[src/rtl/if_id_skid_pkg.sv]
// ============================================================================
// Module : if_id_skid_pkg
// Brief  : Shared constants for the IF/ID skid buffer: reset levels, zero
//          word and the buffer state encodings.
// Rev    : 1.0 - initial release
// ============================================================================
`default_nettype none

package if_id_skid_pkg;

  localparam logic        RstEnable  = 1'b1;
  localparam logic        RstDisable = 1'b0;
  localparam logic [31:0] ZeroWord   = 32'h0000_0000;

  // State code equals the number of buffered entries, so occupancy is the
  // state register itself.
  localparam logic [1:0]  EMPTY = 2'd0;
  localparam logic [1:0]  ONE   = 2'd1;
  localparam logic [1:0]  TWO   = 2'd2;

endpackage

`default_nettype wire

[src/rtl/if_id_skid_pipe_slot.sv]
// ============================================================================
// Module : pipe_slot
// Brief  : One buffer slot: valid bit plus pc/inst registers with load and
//          clear. An invalid entry is always stored as all-zero (nop).
// Rev    : 1.0 - initial release
// ============================================================================
`default_nettype none

module pipe_slot
  import if_id_skid_pkg::*;
#(
  parameter int ADDR_W = 32,
  parameter int INST_W = 32
) (
  input  logic              clk,
  input  logic              rst,
  input  logic              i_clr,
  input  logic              i_ld,
  input  logic              i_valid,
  input  logic [ADDR_W-1:0] i_pc,
  input  logic [INST_W-1:0] i_inst,
  output logic              o_valid,
  output logic [ADDR_W-1:0] o_pc,
  output logic [INST_W-1:0] o_inst
);

  logic              r_valid;
  logic [ADDR_W-1:0] r_pc;
  logic [INST_W-1:0] r_inst;

  // Slot register: reset/clear win over load; loading an invalid entry zeroes data.
  always_ff @(posedge clk) begin
    if (rst == RstEnable || i_clr) begin
      r_valid <= 1'b0;
      r_pc    <= ADDR_W'(ZeroWord);
      r_inst  <= INST_W'(ZeroWord);
    end else if (i_ld) begin
      r_valid <= i_valid;
      r_pc    <= i_valid ? i_pc   : ADDR_W'(ZeroWord);
      r_inst  <= i_valid ? i_inst : INST_W'(ZeroWord);
    end
  end

  assign o_valid = r_valid;
  assign o_pc    = r_pc;
  assign o_inst  = r_inst;

endmodule

`default_nettype wire

[src/rtl/if_id_skid.sv]
// ============================================================================
// Module : if_id_skid
// Brief  : Two-entry IF->ID skid buffer. The main slot drives the decode
//          outputs, the skid slot absorbs one overflow entry. if_ready comes
//          from registered state only. Also counts decode stall cycles.
// Rev    : 1.0 - initial release
// ============================================================================
`default_nettype none

module if_id_skid
  import if_id_skid_pkg::*;
#(
  parameter int ADDR_W = 32,
  parameter int INST_W = 32,
  parameter int CNT_W  = 16
) (
  input  logic              clk,
  input  logic              rst,
  input  logic              if_valid,
  output logic              if_ready,
  input  logic [ADDR_W-1:0] if_pc,
  input  logic [INST_W-1:0] if_inst,
  input  logic              flush,
  output logic              id_valid,
  input  logic              id_ready,
  output logic [ADDR_W-1:0] id_pc,
  output logic [INST_W-1:0] id_inst,
  output logic [1:0]        occupancy,
  output logic [CNT_W-1:0]  stall_cnt
);

  logic [1:0]        r_state;
  logic [1:0]        w_state_nxt;
  logic [CNT_W-1:0]  r_stall_cnt;

  logic              w_in;
  logic              w_out;
  logic              w_main_ld;
  logic              w_main_from_skid;
  logic              w_skid_ld;
  logic              w_skid_clr;

  logic              w_main_valid;
  logic [ADDR_W-1:0] w_main_pc;
  logic [INST_W-1:0] w_main_inst;
  logic              w_skid_valid;
  logic [ADDR_W-1:0] w_skid_pc;
  logic [INST_W-1:0] w_skid_inst;

  logic              w_main_d_valid;
  logic [ADDR_W-1:0] w_main_d_pc;
  logic [INST_W-1:0] w_main_d_inst;

  assign w_in  = if_valid & if_ready;
  assign w_out = w_main_valid & id_ready;

  // State register: reset has priority over everything.
  always_ff @(posedge clk) begin
    if (rst == RstEnable) r_state <= EMPTY;
    else                  r_state <= w_state_nxt;
  end

  // Next-state: flush empties the buffer and drops any same-cycle input.
  always_comb begin
    w_state_nxt = r_state;
    if (flush) begin
      w_state_nxt = EMPTY;
    end else begin
      case (r_state)
        EMPTY:   if (w_in) w_state_nxt = ONE;
        ONE: begin
          if (w_in && !w_out)      w_state_nxt = TWO;
          else if (!w_in && w_out) w_state_nxt = EMPTY;
        end
        TWO:     if (w_out) w_state_nxt = ONE;
        default: w_state_nxt = EMPTY;
      endcase
    end
  end

  // Output/slot control decode from the current state and handshakes.
  always_comb begin
    if_ready         = (rst == RstDisable) && (r_state != TWO);
    w_main_ld        = 1'b0;
    w_main_from_skid = 1'b0;
    w_skid_ld        = 1'b0;
    w_skid_clr       = flush;
    case (r_state)
      EMPTY: w_main_ld = w_in;
      ONE: begin
        // Main advances on a consume (refilled from input or emptied);
        // input with no consume spills into the skid slot.
        w_main_ld = w_out;
        w_skid_ld = w_in & ~w_out;
      end
      TWO: begin
        w_main_ld        = w_out;
        w_main_from_skid = 1'b1;
        w_skid_clr       = flush | w_out;
      end
      default: w_main_ld = 1'b0;
    endcase
  end

  assign w_main_d_valid = w_main_from_skid ? w_skid_valid : w_in;
  assign w_main_d_pc    = w_main_from_skid ? w_skid_pc    : if_pc;
  assign w_main_d_inst  = w_main_from_skid ? w_skid_inst  : if_inst;

  pipe_slot #(.ADDR_W(ADDR_W), .INST_W(INST_W)) u_main (
    .clk     (clk),
    .rst     (rst),
    .i_clr   (flush),
    .i_ld    (w_main_ld),
    .i_valid (w_main_d_valid),
    .i_pc    (w_main_d_pc),
    .i_inst  (w_main_d_inst),
    .o_valid (w_main_valid),
    .o_pc    (w_main_pc),
    .o_inst  (w_main_inst)
  );

  pipe_slot #(.ADDR_W(ADDR_W), .INST_W(INST_W)) u_skid (
    .clk     (clk),
    .rst     (rst),
    .i_clr   (w_skid_clr),
    .i_ld    (w_skid_ld),
    .i_valid (if_valid),
    .i_pc    (if_pc),
    .i_inst  (if_inst),
    .o_valid (w_skid_valid),
    .o_pc    (w_skid_pc),
    .o_inst  (w_skid_inst)
  );

  // Saturating stall counter; flush does not touch it.
  always_ff @(posedge clk) begin
    if (rst == RstEnable) begin
      r_stall_cnt <= '0;
    end else if (w_main_valid && !id_ready && (r_stall_cnt != {CNT_W{1'b1}})) begin
      r_stall_cnt <= r_stall_cnt + 1'b1;
    end
  end

  assign id_valid  = w_main_valid;
  assign id_pc     = w_main_pc;
  assign id_inst   = w_main_inst;
  assign occupancy = r_state;
  assign stall_cnt = r_stall_cnt;

endmodule

`default_nettype wire
[config.mk]
export PLATFORM = sky130hd
export DESIGN_NAME = if_id_skid
export DESIGN_NICKNAME = d
export VERILOG_FILES = /design/src/rtl/if_id_skid_pkg.sv /design/src/rtl/if_id_skid_pipe_slot.sv /design/src/rtl/if_id_skid.sv
export SDC_FILE = /design/constraint.sdc
export NUM_CORES = 1
export LEC_CHECK = 0
export ABC_AREA = 1
export CORE_MARGIN = 5
export CORE_UTILIZATION = 35
export DETAILED_ROUTE_END_ITERATION = 8
export MAX_ROUTING_LAYER = met4
export PLACE_DENSITY = 0.67
export SYNTH_ARGS = -nofsm -noshare
export SYNTH_HDL_FRONTEND = slang
export SYNTH_SLANG_ARGS = --single-unit
[constraint.sdc]
create_clock -name clk -period 2.3 [get_ports clk]
set_input_delay 0.575 -clock clk [delete_from_list [all_inputs] [get_ports clk]]
set_output_delay 0.575 -clock clk [all_outputs]
set_load 0.01 [all_outputs]
==> run summary <==
Vert. Die Dim - 151.3 um
Final count of negative-setup-slack endpoints - 0
RSZ-0062 raised after global routing - false
Max Fclk - 0.4532 GHz
DR vias/cell - 4.905
FF-to-FF path depth - 6
Leak - 3.354 nW
Pwr/cell area - 610.4 nW/um2
Post-synthesis compound-gate area fraction - 19.58%
Chip width - 151.3 um
Predominant post-synthesis flop cell - dfxtp_1
Synth Area in Simple Gates - 25.83%
Synth area leader - dfxtp_1
Area Overhead vs Synth - 34.99%
Met3 wire len - 1028 um
Hold depth - 2
EDFF count, synth - 0
Post-Syn Nets - 1001
CP max FO - 3
Post-route antenna net violation count - 0
Skew final - 0.01662 ns
Synth warn - 0
Initial antenna violation count - 2
GP Congestion - 0.8086
Area of the mapped netlist - 6984 um2
Hold Path Origin - u_main.o_inst[12]
Most common cell in the netlist - nand2_1
CTS tree - built
FP Rows - 51
Met2 wire length - 9072 um
Clock power share - 46.5%
Final hold vios - 0
Grt ovf - 0
Logic pwr share - 8.5%
Share of layout cells above drive strength 1 - 10.71%
WP data required - 1.73 ns
Routed length per instance - 14.44 um
DRT iter0 DRCs - 264
XOR/XNOR Fraction of Synth Area - 0.7524%
Pre-CTS WS - -0.1758 ns
Sw Ratio - 24.74%
CTS Buffer Depth - 2
Worst-Skew Late Latency - 0.42 ns
Sw Pwr - 1.423 mW
Slew @ Worst Pin - 0.4495 ns
Worst setup margin - 0.09323 ns
CP Launch Type - input port
# Post-CTS Setup Buffers - 0
CTS Hold Buffers Added - 0
CTS clk-pin slew, worst paths - 0.06 ns
Bufs and invs on worst path - 2
Final hold slack - 0.4617 ns
Mux contribution to synthesized area - 0%
Top Metal Used - met4
Data arrival, critical path - 1.63 ns
Cells after Synth - 926
Flop pwr share - 45.0%
Combinational family with the most area after synthesis - simple AND/OR/NAND/NOR gates
Synth area leaders - dfxtp_1 42%, nand2_1 11%, a21oi_1 7.5%
Slowest cell on the critical path - clkdlybuf4s50_1
DP Wirelength - 12800 um
Sequential area share after synthesis - 42.42%
Ports - 153
CTS root buffer - clkbuf_16
Status - completed
Detailed Route WL - 19220 um
DRC viols - 0
Post-synthesis cell type count - 27
Final Cycle Share - 95.95%
Tmin final - 2.207 ns
Die area - 22880 um2
Worst reg2reg startpoint - occupancy[1]
Total CTS buffers - 17
H-tree depth - 4
# Max-Cap Violations - 0
Vias - 6528
Global-route usage over all layers - 17.47%
Starting Density - 35.77%
Internal - 4.331 mW
Crit-path max cell delay - 0.53 ns
Global-route wire length before repair - 30880 um
Slew headroom - 70.03%
FF-to-FF setup slack - 0.42 ns
Synth top area share - 42.42%
Clock tree sinks - 148
Slew Viols, Final - 0
IO buf count - 152
Syn avg cell area - 7.542 um2
Kind of critical path - input port to output pin
Placeable Area - 19530 um2
Number of global-route vias before repair - 6043
DRT Pass-1 Iters - 4
Final net count - 1126
FF+latch count, synth - 148
Family with the most delay on the worst path - buffers and inverters
Largest net degree at the start of global routing - 46
FF-to-FF End - u_main.o_pc[24]
Synth Area in Adders - 1.075%
Routed met1 length - 8844 um
Worst min path class - flop to flop
Top cells by count, synth - 211 x nand2_1, 148 x dfxtp_1, 104 x a21oi_1
Async SR Flop Fraction - 0%
Sink of the worst hold path - u_main.o_inst[12]
Cell Chain, Critical Path - clkdlybuf4s50_1 > nor2_4 > dlygate4sd2_1
CP endpoint kind - output pin
Max VDD drop - 0.4954 mV
==> sequential cells by signal, summed over array words and instances (netlist names) <==
| signal | count |
|---|---|
| occupancy | 2 |
| u_main.o_inst | 32 |
| u_skid.o_inst | 32 |
| u_skid.o_valid | 1 |
| u_skid.o_pc | 32 |
| u_main.o_valid | 1 |
| stall_cnt | 16 |
| u_main.o_pc | 32 |
==> routing by layer <==
metal  GRT usage [%]  vias up
li1                -     3356
met1           21.75     3011
met2           28.16      148
met3           4.129       13
met4           5.394        0
met5               -        -
==> cell families (layout without fill, tap and decap cells) <==
family | after synthesis | after routing
other | 0 | 2
DFF | 148 | 148
adders and majority gates | 6 | 6
and+or+nand+nor | 395 | 395
xor gates and xnor gates | 6 | 6
buffers and inverters | 159 | 297
AOI/OAI and AO/OA | 212 | 212
==> per-stage QoR <==
stage               std cells  power (mW)  TNS (ns)  cell area, um2  util, %
floorplan                 926       2.887         0            6984        -
global placement         1297       3.136   -0.1955            8855    45.35
detailed placement       1297       3.140   -0.1758            8855    45.35
CTS                      1329       5.821         0            9423    48.26
global route             1331       5.977         0            9428    48.28
finish                   1331       5.755         0            9428    48.28
==> worst reg2reg max path: stages, from the launching register on <==
cell      delay, ns
dfxtp_1        0.42
ha_1           0.33
clkinv_2       0.20
o21ai_4        0.29
buf_4          0.27
nand4_1        0.15
a21oi_1        0.15
==> worst max path at each step <==
stage,startpoint,end,cells after the start
3_3_place_gp,rst,if_ready,3
4_1_cts,occupancy[0],if_ready,4
2_1_floorplan,occupancy[0],u_main.o_inst[10],12
6_report,rst,if_ready,3
3_5_place_dp,rst,if_ready,3
5_1_grt,occupancy[0],if_ready,4
==> area by class of cell <==
cell class              count  area (um2)
inverters                  84       316.6
well taps                 265       331.6
clock inverters            14       130.1
diodes                      2       5.005
fillers                  1982       10100
repair buffers            181        1913
multi-input cells         619        3329
flip-flops and latches    148        2963
clock buffers              18       439.2
==> cells in the final DEF, fill, tap and decap left out, types with 2 or more instances in the layout <==
cell,Yosys,routed
nand2_1,211,211
clkdlybuf4s50_1,0,151
dfxtp_1,148,148
a21oi_1,104,104
inv_1,83,80
nor2_1,69,69
nand4_1,69,69
o21ai_0,64,64
a211oi_2,40,40
nor3b_1,25,25
clkbuf_16,0,17
buf_4,16,15
nand3_1,14,14
buf_12,0,14
clkinvlp_4,0,8
ha_1,6,6
xor2_1,4,4
inv_2,1,3
inv_6,0,3
diode_2,0,2
nor2_4,2,2
clkinv_2,0,2
o21ai_4,0,2
nand2_2,2,2
xnor2_1,2,2
==> power by group through the flow <==
stage	Sequential (mW)	Clock (mW)	Combinational, mW
after floorplan	2.65	0	0.237
after global placement	2.65	0	0.490
after detailed placement	2.65	0	0.493
after CTS	2.59	2.74	0.495
after global routing	2.59	2.85	0.537
final	2.59	2.68	0.489
==> timing repair <==
action / in CTS / in global routing
endpoints found under the setup margin: 1 / 0
resized for setup: 1 / 0
endpoints found under the hold margin: 0 / 0
No activity file was read; power rests on OpenSTA's default activity.
